<file path="src/rtl/ps2_key_event.sv">
// ============================================================================
//  Module   : ps2_key_event
//  Purpose  : PS/2 set-2 byte parser with held-key tracking, shift/caps
//             handling, ASCII translation and a key-event FIFO.
//  Revision : 1.0  initial release
// ============================================================================
`default_nettype none

module ps2_key_event #(
   parameter int DEPTH     = 8,
   parameter int MAX_HELD  = 4,
   parameter int CNT_W     = 8,
   parameter int REPEAT_EN = 1
) (
   input  logic             clk,
   input  logic             rest,
   input  logic             in_valid,
   input  logic [7:0]       in_data,
   output logic             in_ack,
   output logic             ev_valid,
   input  logic             ev_ready,
   output logic             ev_make,
   output logic             ev_ext,
   output logic             ev_rpt,
   output logic [7:0]       ev_code,
   output logic [6:0]       ev_ascii,
   output logic             shift,
   output logic             caps,
   output logic [CNT_W-1:0] press_cnt,
   output logic             overflow,
   input  logic             clr_ovf
);

   localparam int AW = $clog2(DEPTH);
   localparam int PW = AW + 1;
   localparam int EW = 18;
   localparam logic [7:0] c_e0 = 8'hE0;
   localparam logic [7:0] c_f0 = 8'hF0;

   typedef enum logic [1:0] {
      S_IDLE    = 2'd0,
      S_EXT     = 2'd1,
      S_BRK     = 2'd2,
      S_EXT_BRK = 2'd3
   } state_t;

   state_t              r_state, w_nxt;
   logic                r_ack;
   logic                r_lshift, r_rshift, r_caps, r_ovf;
   logic [CNT_W-1:0]    r_cnt;
   logic [MAX_HELD-1:0] r_vld;
   logic [8:0]          r_key [MAX_HELD];
   logic [EW-1:0]       r_mem [DEPTH];
   logic [PW-1:0]       r_wr_ptr, r_rd_ptr;

   logic                w_accept, w_fire, w_make, w_ext;
   logic                w_hit, w_found, w_new_make, w_rpt, w_push;
   logic [MAX_HELD-1:0] w_hit_vec, w_ins_vec;
   logic                w_full, w_empty, w_pop, w_wr, w_drop;
   logic [6:0]          w_ascii;
   logic [EW-1:0]       w_wdata, w_head;

   function automatic logic [6:0] f_ascii(input logic [7:0] code, input logic upper);
      logic [6:0] v_up;
      logic [6:0] v_res;
      v_up  = 7'h00;
      v_res = 7'h00;
      case (code)
         8'h1C: v_up = 7'h41;  8'h32: v_up = 7'h42;  8'h21: v_up = 7'h43;
         8'h23: v_up = 7'h44;  8'h24: v_up = 7'h45;  8'h2B: v_up = 7'h46;
         8'h34: v_up = 7'h47;  8'h33: v_up = 7'h48;  8'h43: v_up = 7'h49;
         8'h3B: v_up = 7'h4A;  8'h42: v_up = 7'h4B;  8'h4B: v_up = 7'h4C;
         8'h3A: v_up = 7'h4D;  8'h31: v_up = 7'h4E;  8'h44: v_up = 7'h4F;
         8'h4D: v_up = 7'h50;  8'h15: v_up = 7'h51;  8'h2D: v_up = 7'h52;
         8'h1B: v_up = 7'h53;  8'h2C: v_up = 7'h54;  8'h3C: v_up = 7'h55;
         8'h2A: v_up = 7'h56;  8'h1D: v_up = 7'h57;  8'h22: v_up = 7'h58;
         8'h35: v_up = 7'h59;  8'h1A: v_up = 7'h5A;
         8'h45: v_res = 7'h30; 8'h16: v_res = 7'h31; 8'h1E: v_res = 7'h32;
         8'h26: v_res = 7'h33; 8'h25: v_res = 7'h34; 8'h2E: v_res = 7'h35;
         8'h36: v_res = 7'h36; 8'h3D: v_res = 7'h37; 8'h3E: v_res = 7'h38;
         8'h46: v_res = 7'h39;
         8'h29: v_res = 7'h20;
         8'h5A: v_res = 7'h0D;
         default: v_res = 7'h00;
      endcase
      if (v_up != 7'h00)
         v_res = upper ? v_up : (v_up + 7'h20);
      return v_res;
   endfunction

   // Prefix bytes only move the parser; a plain byte closes the sequence.
   always_comb begin
      w_accept = in_valid & ~r_ack;
      w_nxt    = r_state;
      w_fire   = 1'b0;
      w_make   = 1'b0;
      w_ext    = 1'b0;
      if (w_accept) begin
         if (in_data == c_e0)
            w_nxt = (r_state == S_BRK || r_state == S_EXT_BRK) ? S_EXT_BRK : S_EXT;
         else if (in_data == c_f0)
            w_nxt = (r_state == S_EXT || r_state == S_EXT_BRK) ? S_EXT_BRK : S_BRK;
         else if (in_data == 8'h00 || in_data == 8'hFF)
            w_nxt = S_IDLE;
         else begin
            w_nxt  = S_IDLE;
            w_fire = 1'b1;
            w_make = (r_state == S_IDLE) || (r_state == S_EXT);
            w_ext  = (r_state == S_EXT)  || (r_state == S_EXT_BRK);
         end
      end
   end

   always_comb begin
      w_hit_vec = '0;
      w_ins_vec = '0;
      w_found   = 1'b0;
      for (int i = 0; i < MAX_HELD; i++) begin
         w_hit_vec[i] = r_vld[i] && (r_key[i] == {w_ext, in_data});
         if (!r_vld[i] && !w_found) begin
            w_ins_vec[i] = 1'b1;
            w_found      = 1'b1;
         end
      end
   end

   assign w_hit      = |w_hit_vec;
   assign w_new_make = w_fire & w_make & ~w_hit;
   assign w_rpt      = w_fire & w_make & w_hit;
   assign w_push     = w_fire & (~w_rpt | (REPEAT_EN != 0));
   assign w_ascii    = w_ext ? 7'h00 : f_ascii(in_data, (r_lshift | r_rshift) ^ r_caps);
   assign w_wdata    = {w_make, w_ext, w_rpt, in_data, w_ascii};

   assign w_empty = (r_wr_ptr == r_rd_ptr);
   assign w_full  = (r_wr_ptr[AW] != r_rd_ptr[AW]) &&
                    (r_wr_ptr[AW-1:0] == r_rd_ptr[AW-1:0]);
   assign w_pop   = ev_ready & ~w_empty;
   assign w_wr    = w_push & (~w_full | w_pop);
   assign w_drop  = w_push & w_full & ~w_pop;

   always_ff @(posedge clk) begin
      if (w_wr)
         r_mem[r_wr_ptr[AW-1:0]] <= w_wdata;
   end

   always_ff @(posedge clk or posedge rest) begin
      if (rest) begin
         r_state  <= S_IDLE;
         r_ack    <= 1'b0;
         r_lshift <= 1'b0;
         r_rshift <= 1'b0;
         r_caps   <= 1'b0;
         r_ovf    <= 1'b0;
         r_cnt    <= '0;
         r_vld    <= '0;
         r_wr_ptr <= '0;
         r_rd_ptr <= '0;
         for (int i = 0; i < MAX_HELD; i++)
            r_key[i] <= '0;
      end else begin
         r_state <= w_nxt;
         r_ack   <= w_accept;
         if (w_wr)
            r_wr_ptr <= r_wr_ptr + PW'(1);
         if (w_pop)
            r_rd_ptr <= r_rd_ptr + PW'(1);
         if (w_drop)
            r_ovf <= 1'b1;
         else if (clr_ovf)
            r_ovf <= 1'b0;
         // A full table leaves the key untracked; it still counts as new.
         if (w_new_make) begin
            r_cnt <= r_cnt + CNT_W'(1);
            for (int i = 0; i < MAX_HELD; i++) begin
               if (w_ins_vec[i]) begin
                  r_vld[i] <= 1'b1;
                  r_key[i] <= {w_ext, in_data};
               end
            end
            if (!w_ext && in_data == 8'h58)
               r_caps <= ~r_caps;
         end
         if (w_fire && !w_make) begin
            for (int i = 0; i < MAX_HELD; i++)
               if (w_hit_vec[i])
                  r_vld[i] <= 1'b0;
         end
         if (w_fire && !w_ext && in_data == 8'h12)
            r_lshift <= w_make;
         if (w_fire && !w_ext && in_data == 8'h59)
            r_rshift <= w_make;
      end
   end

   assign w_head    = w_empty ? '0 : r_mem[r_rd_ptr[AW-1:0]];
   assign ev_valid  = ~w_empty;
   assign ev_make   = w_head[17];
   assign ev_ext    = w_head[16];
   assign ev_rpt    = w_head[15];
   assign ev_code   = w_head[14:7];
   assign ev_ascii  = w_head[6:0];
   assign in_ack    = r_ack;
   assign shift     = r_lshift | r_rshift;
   assign caps      = r_caps;
   assign press_cnt = r_cnt;
   assign overflow  = r_ovf;

endmodule

`default_nettype wire

</file>
<file path="config.mk">
export PLATFORM = sky130hd
export DESIGN_NAME = ps2_key_event
export DESIGN_NICKNAME = d
export VERILOG_FILES = /design/src/rtl/ps2_key_event.sv
export SDC_FILE = /design/constraint.sdc
export NUM_CORES = 1
export LEC_CHECK = 0
export CORE_UTILIZATION = 55
export DETAILED_ROUTE_END_ITERATION = 10
export DONT_BUFFER_PORTS = 1
export GPL_ROUTABILITY_DRIVEN = 1
export PLACE_DENSITY = 0.72
export SLEW_MARGIN = 20
export SYNTH_ARGS = -nofsm -noshare
export SYNTH_HDL_FRONTEND = slang
export SYNTH_SLANG_ARGS = --single-unit
</file>
<file path="constraint.sdc">
create_clock -name clk -period 4.73 [get_ports clk]
set_input_delay 0.7095 -clock clk [delete_from_list [all_inputs] [get_ports clk]]
set_output_delay 0.7095 -clock clk [all_outputs]
set_load 0.01 [all_outputs]
</file>
==> results of run 1 <==
-- worst max path at each step --
stage                     slack, ns                     to  cells after the start                     from
after floorplan                1.08  r_mem[0][0]$_DFFE_PP_                      8               in_data[3]
after detailed placement       1.27  r_key[29]$_DFFE_PP0P_                      7               in_data[0]
final                          1.38             ev_code[6]                      4  r_rd_ptr[0]$_DFFE_PP0P_
after CTS                      1.29            ev_ascii[0]                      4  r_rd_ptr[0]$_DFFE_PP0P_
after global routing           1.19            ev_ascii[0]                      4  r_rd_ptr[0]$_DFFE_PP0P_
after global placement         1.37  r_key[34]$_DFFE_PP0P_                      7               in_data[0]
-- state kept, by name, summed over array words and instances, names as in the netlist --
name / count
overflow: 1
r_mem: 144
r_rshift: 1
caps: 1
r_wr_ptr: 4
r_state: 2
press_cnt: 8
r_vld: 4
r_rd_ptr: 4
in_ack: 1
r_lshift: 1
r_key: 36
-- stage by stage --
stage	power, mW	worst slack, ns
2_1_floorplan	3.95	1.08
3_3_place_gp	4.24	1.37
3_5_place_dp	4.32	1.27
4_1_cts	5.90	1.29
5_1_grt	6.12	1.19
6_report	5.84	1.38
-- worst max-delay path, cell delays in order (launching register included) --
cell     delay, ns
dfrtp_2       0.74
buf_4         0.50
mux4_2        0.57
mux2i_1       0.19
nor2_1        0.11
-- metal layers --
| metal | track usage, % | up-vias |
|---|---|---|
| li1 | - | 2488 |
| met1 | 30.8 | 2753 |
| met2 | 36.6 | 161 |
| met3 | 3.27 | 35 |
| met4 | 7.01 | 0 |
| met5 | 0 | - |
-- cell usage in the layout (no fill, tap or decap), types with 11 or more instances in the layout --
master,instances
buf_4,15
a31oi_1,12
nand3_1,20
xnor2_1,36
xor2_1,17
inv_1,11
mux2i_1,23
o21ai_0,14
dfrtp_1,62
edfxtp_1,144
nor3_1,13
nand2_1,18
a21oi_1,21
mux2_2,28
mux4_2,36
nor2_1,46
clkbuf_16,21
-- area by class of cell --
cell class	instances	area, sq um
well taps	220	275
clock inverters	15	129
repair buffers	15	113
fillers	1236	6350
multi-input cells	392	3410
flip-flops and latches	207	5900
inverters	13	48.8
clock buffers	22	529
-- logic make-up (layout without fill, tap and decap cells) --
family,Yosys count,after routing,synth area share [%]
adders and majority gates,3,3,0.393
xor gates and xnor gates,53,53,4.86
muxes,95,95,15.5
buffers and inverters,59,65,2.71
AOI/OAI and AO/OA,79,79,5.35
and+or+nand+nor,162,162,9.43
DFF,207,207,61.8
-- power breakdown --
group,switching (mW),internal [mW],leakage (nW)
sequential,0.287,2.31,2.09
combinational,0.844,0.813,1.31
clock,0.665,0.921,0.324
==> results_dict.tcl, run 1 <==
set metrics [dict create \
    post-cts-setup-buffers 0 \
    p_per_area_nw_per_um2 562 \
    grt_pass1_vias 5636 \
    synthTopCellsByCount "edfxtp_1 (144), dfrtp_1 (63), nor2_1 (47), mux4_2 (36), xnor2_1 (36)" \
    drive_above_1_share_pct 20.6 \
    first_pass_iters 5 \
    grt_max_degree 64 \
    yosysWarnings 0 \
    grt_first_pass_wirelength_microns 30700 \
    fmax_mhz 298 \
    dieHeight_microns 134 \
    tightestPinTransition_ns 0.976 \
    reg2reg_from "in_ack$_DFF_PP0_" \
    r2r_slack_ns 1.48 \
    initial_core_util_pct 57.0 \
    cts_root_buf "clkbuf_16" \
    required_ns 4.02 \
    synth_edf_count 144 \
    hold_buffers 0 \
    numClockSinks 207 \
    vdd_drop_max_mv 0.319 \
    tritoncts "done" \
    final_max_slew_viol_count 0 \
    antenna_found_initial 0 \
    fin_crit_ns 3.35 \
    dpl_cell_area_sq_um 9750 \
    status "finished clean" \
    yosys.area.top_type "edfxtp_1" \
    via_count 5437 \
    holdPathEnd "r_mem[1][9]$_DFFE_PP_" \
    slew_headroom_pct 34.9 \
    cts_resized 0 \
    wl_met1_microns 8310 \
    met3_length_microns 1020 \
    gp_congestion 0.902 \
    die_width_microns 134 \
    postSynthCellCount 658 \
    dp.cells 847 \
    skew_ns 0.0112 \
    htree_levels 1 \
    crit_path_end_kind "output pin" \
    reg2regPathDepth 7 \
    drc 0 \
    netlist_area_sq_um 9550 \
    dp_hpwl_microns 11900 \
    synth-main-ff-cell "edfxtp_1" \
    worstHoldStart "in_data[2]" \
    critPathMaxFanout 22 \
    fin_cells 884 \
    num_rows 47 \
    synth.top_cell.area_share_pct 45.3 \
    wirelength_microns 19100 \
    ant_nets 0 \
    pin_count 44 \
    synth_area_per_cell_sq_um 14.5 \
    clk_path_buf_depth 3 \
    viasPerCell 6.15 \
    wl_met2_microns 9270 \
    hold_violations 0 \
    clk_pin_slew_ns 0.06 \
    netlist-cell-type-count 57 \
    r2r-end "r_key[32]$_DFFE_PP0P_" \
    grt.total_usage_pct 22.3 \
    tns_ns 0 \
    setup_viol 0 \
    synthTopCellsByArea "edfxtp_1 (45%), dfrtp_1 (17%), mux4_2 (8.5%)" \
    grt-ovfl-total 0 \
    crit_type "reg2out" \
    fin_util_pct 62.1 \
    start_kind "flip-flop" \
    drv_cap 0 \
    fin_nets 666 \
    io_buffer_count 0 \
    drtIter0Drc 393 \
    yosysMostFrequentCell "edfxtp_1" \
    fin_area_sq_um 10400 \
    timing.hold.ws_ns 0.302 \
    hold_path.class "in2reg" \
    clock_latency_ns 0.50 \
    min_path_cells 0 \
    die-area_sq_um 17900 \
    yosysSeqAreaShare_pct 61.8 \
    core_sq_um 16800 \
    synthArstFlopShare_pct 30.4 \
    cp_data_arrival_time_ns 2.64 \
    p_leak_nw 3.72 \
    ys_ff_latch 207 \
    syn2layout_area_growth_pct 8.96 \
    synth.net_count 674 \
    top_layer "met4" \
    antennaDiodeCount 0 \
    period_share_pct 70.8 \
    wl_per_cell_microns 21.6 \
    cts_buffers 21 \
    rsz0062_at_grt "no" \
]
Note: power is estimated with default switching activity, not from simulation.
==> run 2, diff against run 1 <==
- ABC_AREA: default -> 1
- PLACE_DENSITY: 0.72 -> 0.75
- clock period: 4.73 -> 2.8 ns (I/O delays scaled with it)
==> run 2 against run 1 <==
Net effect:
- sequential cell count unchanged
- die area up 2.6%
- register-to-register slack worse by 1.1 ns
- synthesized cell count up 54%
- final cell count up 45%
- power up 60%
- worst hold slack worse by 0.29 ns
- sequential share of layout area down 3.1 points
- utilization up 1.4 points
- clock-buffer cell count up 6
- synthesized area up 2.6%
- routed wire length up 27%
- critical path type unchanged
- critical endpoint is now ev_ascii[3]
- largest power group unchanged
- highest routed layer unchanged
==> results_dict.tcl, run 2 <==
set metrics [dict create \
    netlist-cell-type-count 38 \
    p_total_mw 9.36 \
    final_max_slew_viol_count 0 \
    seq_area_sq_um 5900 \
    synth_edf_count 144 \
    postSynthCellCount 1011 \
    p_per_area_nw_per_um2 850 \
    grt.total_usage_pct 26.9 \
    grt_max_degree 55 \
    die_width_microns 135 \
    reg2reg_from "r_rd_ptr[0]$_DFFE_PP0P_" \
    rsz0062_at_grt "yes" \
    synth_area_per_cell_sq_um 9.69 \
    crit_top_cell "o21ai_0" \
    fillerInstances 1376 \
    tritoncts "done" \
    cp_num_cells 6 \
    p_sw_share_pct 34.9 \
    core_sq_um 17400 \
    yosysWarnings 0 \
    ys_ff_latch 207 \
    required_ns 2.38 \
    crit_buf_inv 2 \
    fin_nets 1059 \
    gp_congestion 0.956 \
    yosysSeqAreaShare_pct 60.2 \
    viasPerCell 5.98 \
    synth.top_cell.area_share_pct 44.1 \
    slowest_delay_ns 0.55 \
    seq_power_share_pct 41.3 \
    skew_ns 0.0101 \
    synth.net_count 1027 \
    cp_top_family "compound AO/OA/AOI/OAI gates" \
    syn2layout_area_growth_pct 12.4 \
    htree_levels 1 \
    internal-power_mw 6.09 \
    r2r_slack_ns 0.34 \
    dieHeight_microns 135 \
    initial_core_util_pct 56.5 \
    synth-simple-area-share_pct 21.6 \
    wirelength_microns 24300 \
    io_buffer_count 0 \
    synthTopCellsByArea "edfxtp_1 (44%), dfrtp_1 (16%), nor2_1 (7.4%)" \
    layout_common_cells "nor2_1 (189), nand2_1 (173), edfxtp_1 (144)" \
    tightestPinTransition_ns 0.576 \
    setup_viol 0 \
    first_pass_iters 5 \
    netlist_area_sq_um 9800 \
    die-area_sq_um 18400 \
    synthXorXnorAreaFrac_pct 2.41 \
    fmax_mhz 368 \
    period_share_pct 97.0 \
    hold_violations 0 \
    crit_slowest_cell "dfrtp_2" \
    start_kind "flip-flop" \
    reg2regPathDepth 10 \
    p_leak_nw 4.37 \
    clkPwrFrac_pct 29.6 \
    vdd_drop_max_mv 0.901 \
    yosysMostFrequentCell "nor2_1" \
    p_comb_share_pct 29.1 \
    via_count 7666 \
    cts_buffers 22 \
    antennaDiodeCount 0 \
    synth-main-ff-cell "edfxtp_1" \
    clock_latency_ns 0.51 \
    status "finished clean" \
    synthTopCellsByCount "nor2_1 (194), nand2_1 (173), edfxtp_1 (144), o21ai_0 (117), dfrtp_1 (63)" \
    worstSetupEndpoint "ev_ascii[3]" \
    drv_cap 0 \
    grt-ovfl-total 0 \
    cts_root_buf "clkbuf_16" \
    synth_top_family_by_area "simple AND/OR/NAND/NOR gates" \
    grt_pass1_vias 7288 \
    p_switching_mw 3.27 \
    drtIter0Drc 993 \
    fin_crit_ns 2.72 \
    crit_path_end_kind "output pin" \
    ant_nets 0 \
    crit_start "r_rd_ptr[0]$_DFFE_PP0P_" \
    largest_reg_flops 144 \
    layout_commonest_cell "nor2_1" \
    wl_per_cell_microns 18.9 \
    grt_first_pass_wirelength_microns 38200 \
    cp_data_arrival_time_ns 2.30 \
    synthArstFlopShare_pct 30.4 \
    hold_path.class "in2reg" \
    drc 0 \
    dp_hpwl_microns 15300 \
    slew_headroom_pct 61.5 \
    crit_type "reg2out" \
    clk_path_buf_depth 3 \
    num_rows 48 \
    r2r-end "r_mem[6][10]$_DFFE_PP_" \
    place_ws_ns 0.406 \
    clk_pin_slew_ns 0.06 \
    numClockSinks 207 \
    synth_compound_area_share_pct 10.1 \
    critPathMaxFanout 33 \
    antenna_found_initial 1 \
    multi_input_area_sq_um 3410 \
    setup_ws_ns 0.0846 \
    drive_above_1_share_pct 9.74 \
    synth_fa_ha_area_share_pct 0.383 \
    pin_count 44 \
    min_path_cells 0 \
    synthMuxAreaShare_pct 0 \
    yosys.area.top_type "edfxtp_1" \
    crit_path_cell_trace "clkinv_1 > buf_4 > o21ai_0 > o22ai_1 > o21ai_0 > a31oi_1" \
]
==> run 2: how the worst min path moves through the flow <==
stage,startpoint,to
floorplan,r_key[18]$_DFFE_PP0P_,r_key[18]$_DFFE_PP0P_
global placement,rest,r_wr_ptr[3]$_DFFE_PP0P_
detailed placement,rest,r_rd_ptr[3]$_DFFE_PP0P_
CTS,in_data[6],r_mem[5][13]$_DFFE_PP_
global route,in_data[3],r_mem[6][10]$_DFFE_PP_
finish,in_data[3],r_mem[7][10]$_DFFE_PP_
==> run 2: logic make-up after synthesis <==
kind of cell | Yosys count
xor+xnor | 27
flops | 207
fa+ha+maj | 3
buf+inv | 112
compound gates | 182
simple gates | 480
==> run 2: worst reg2reg max path: cells and delay by family, from the launching register on <==
kind	cells	cell delay (ns)
xor gates and xnor gates	1	0.18
DFF	1	0.55
buffers and inverters	1	0.28
and+or+nand+nor	8	1.15
==> run 2: power groups by stage <==
stage                     combinational [mW]  sequential, mW  clock [mW]
final                                   2.72            3.86        2.77
after global placement                  2.58            3.90           0
after CTS                               2.67            3.85        2.80
after global routing                    3.01            3.88        2.92
after detailed placement                2.65            3.91           0
after floorplan                         1.92            3.84           0
==> run 2: what timing repair did <==
item | in CTS | in global routing
hold endpoints to repair | 29 | 47
resized for setup | 0 | 3
buffers inserted | 0 | 0
endpoints found under the setup margin | 0 | 4
hold buffers | 5 | 9
==> run 2: stage by stage <==
stage | area (sq um) | instances | TNS [ns] | utilization [%] | hold slack, ns
after CTS | 10900 | 1273 | 0 | 62.8 | 0.000534
final | 11000 | 1282 | 0 | 63.5 | 0.0142
after floorplan | 9800 | 1011 | 0 | - | 0.442
after global routing | 11000 | 1282 | -0.00255 | 63.5 | 0.00146
after global placement | 10200 | 1230 | 0 | 58.6 | 0.384
after detailed placement | 10200 | 1230 | 0 | 58.6 | 0.398
==> run 2: cell type report <==
| cell class | instances | area share [%] |
|---|---|---|
| flip-flops and latches | 207 | 53.6 |
| multi-input cells | 692 | 31.0 |
| clock buffers | 28 | 5.20 |
| repair buffers | 56 | 4.51 |
| well taps | 225 | 2.56 |
| inverters | 64 | 2.18 |
| clock inverters | 10 | 0.977 |
==> run 2: metal layers <==
| metal | global-route usage [%] | wire [microns] | vias up | part of all wire (%) |
|---|---|---|---|---|
| li1 | - | - | 3562 | - |
| met1 | 37.0 | 10300 | 3718 | 42 |
| met2 | 44.3 | 11600 | 338 | 48 |
| met3 | 4.04 | 1840 | 48 | 7.6 |
| met4 | 7.93 | 553 | 0 | 2.3 |
| met5 | 0 | 0 | - | 0 |
==> run 3, diff against run 2 <==
- CORE_ASPECT_RATIO: default -> 0.75
==> run 3 against run 2 <==
Net effect:
- clock power rose by 9.4%
- critical path type unchanged
- via count fell by 2.1%
- sequential cell count did not move
- critical path depth did not move
- routed wire length fell by 0.33%
- worst hold slack improved by 0.0065 ns
- final cell count barely moved
- first-iteration DRC count fell by 16%
- cell area rose by 0.10%
- non-clock buffer count fell by 9
- combinational power rose by 6%
- sequential share of layout area fell by 0.055 points
==> results_dict.tcl, run 3 (synthesis gave the netlist of run 2 again) <==
set metrics [dict create \
    fin_crit_ns 2.70 \
    die-area_sq_um 18400 \
    slowest_delay_ns 0.46 \
    required_ns 2.38 \
    viasPerCell 5.85 \
    min_path_cells 0 \
    fin_area_sq_um 11000 \
    pin_count 44 \
    gp_congestion 0.956 \
    setup_viol 0 \
    cts_buffers 21 \
    crit_path_end_kind "output pin" \
    critPathMaxFanout 48 \
    r2r_slack_ns 0.31 \
    p_switching_mw 3.26 \
    clkPwrFrac_pct 31.1 \
    drtIter0Drc 833 \
    tritoncts "done" \
    clock_latency_ns 0.49 \
    clk_path_buf_depth 3 \
    dieHeight_microns 118 \
    grt_pass1_vias 7025 \
    htree_levels 1 \
    reg2reg_from "in_ack$_DFF_PP0_" \
    drc 0 \
    hold_violations 0 \
    core_sq_um 17100 \
    vdd_drop_max_mv 0.597 \
    rsz0062_at_grt "no" \
    initial_core_util_pct 57.2 \
    hold_path.class "in2reg" \
    layout_commonest_cell "nor2_1" \
    ant_nets 0 \
    r2r-end "r_mem[6][15]$_DFFE_PP_" \
    grt_max_degree 55 \
    internal-power_mw 6.47 \
    final_max_slew_viol_count 0 \
    p_per_area_nw_per_um2 882 \
    numClockSinks 207 \
    via_count 7508 \
    fin_util_pct 64.3 \
    holdPathEnd "r_mem[6][7]$_DFFE_PP_" \
    tns_ns 0 \
    first_pass_iters 7 \
    dpl_cell_area_sq_um 10300 \
    tightestPinTransition_ns 0.798 \
    crit_path_cell_trace "buf_4 > o21ai_0 > o22ai_1 > o21ai_0 > a31oi_1 > buf_4" \
    period_share_pct 96.6 \
    layout_common_cells "nor2_1 (188), nand2_1 (173), edfxtp_1 (144)" \
    start_kind "flip-flop" \
    num_rows 41 \
    cp_data_arrival_time_ns 2.28 \
    dp.cells 1245 \
    p_leak_nw 4.38 \
    fmax_mhz 370 \
    syn2layout_area_growth_pct 12.5 \
    p_comb_share_pct 29.5 \
    fin_nets 1049 \
    clk_pin_slew_ns 0.06 \
    grt_first_pass_wirelength_microns 38400 \
    fin_cells 1283 \
    crit_type "reg2out" \
    grt.total_usage_pct 27.2 \
    drv_cap 0 \
    antenna_found_initial 0 \
    skew_ns 0.00710 \
    worstHoldStart "in_data[0]" \
    wirelength_microns 24200 \
    die_width_microns 156 \
    crit_slowest_cell "buf_4" \
    p_sw_share_pct 33.5 \
    reg2regPathDepth 7 \
    cts_root_buf "clkbuf_16" \
    status "finished clean" \
    grt-ovfl-total 0 \
    antennaDiodeCount 0 \
    slew_headroom_pct 46.6 \
    wl_per_cell_microns 18.9 \
    dp_hpwl_microns 15700 \
    largest_reg_flops 144 \
    drive_above_1_share_pct 10.7 \
    io_buffer_count 0 \
    seq_power_share_pct 39.3 \
]
run 3: final cells by class:
cell class | instances | area [sq um]
repair buffers | 47 | 434
inverters | 64 | 241
flip-flops and latches | 207 | 5900
clock buffers | 28 | 572
clock inverters | 9 | 178
well taps | 236 | 295
fillers | 1308 | 6110
multi-input cells | 692 | 3400
run 3: worst max path at each step:
stage | from | to | cells past startpoint
after global routing | r_rd_ptr[0]$_DFFE_PP0P_ | ev_make | 6
final | r_rd_ptr[0]$_DFFE_PP0P_ | ev_make | 6
after global placement | in_data[7] | r_mem[2][3]$_DFFE_PP_ | 10
after floorplan | in_data[3] | r_mem[0][0]$_DFFE_PP_ | 11
after CTS | r_rd_ptr[1]$_DFFE_PP0P_ | ev_make | 7
after detailed placement | in_data[5] | r_mem[3][3]$_DFFE_PP_ | 12
run 3: metal layers:
metal	vias to the layer above	part of all wire (%)	GRT usage [%]
met5	-	0	0
met4	0	2.4	8.03
met2	384	42	38.0
li1	3540	-	-
met3	41	11	6.55
met1	3543	45	41.9
run 3: stage by stage:
| stage | hold slack (ns) | setup WS, ns | total power, mW |
|---|---|---|---|
| 2_1_floorplan | 0.442 | 0.0163 | 5.76 |
| 3_3_place_gp | 0.457 | 0.407 | 6.66 |
| 3_5_place_dp | 0.465 | 0.319 | 6.72 |
| 4_1_cts | 0.0121 | 0.0860 | 9.74 |
| 5_1_grt | 0.00443 | 0.0493 | 10.2 |
| 6_report | 0.0207 | 0.0955 | 9.72 |
run 3: power by group through the flow:
stage / Clock, mW / Combinational, mW / Sequential, mW
2_1_floorplan: 0 / 1.92 / 3.84
3_3_place_gp: 0 / 2.79 / 3.87
3_5_place_dp: 0 / 2.84 / 3.88
4_1_cts: 3.06 / 2.86 / 3.82
5_1_grt: 3.16 / 3.17 / 3.85
6_report: 3.03 / 2.87 / 3.83
run 3: worst max-delay path: cells and delay by family, from the launching register on:
kind	cells	cell delay [ns]
AOI/OAI and AO/OA	4	0.74
buffers and inverters	2	0.65
DFF	1	0.40
run 3: timing repair:
item,CTS,global route
pin swaps,0,0
resized for setup,1,1
hold endpoints to repair,30,0
setup buffers,0,0
hold buffers,1,0
setup endpoints to repair,3,2
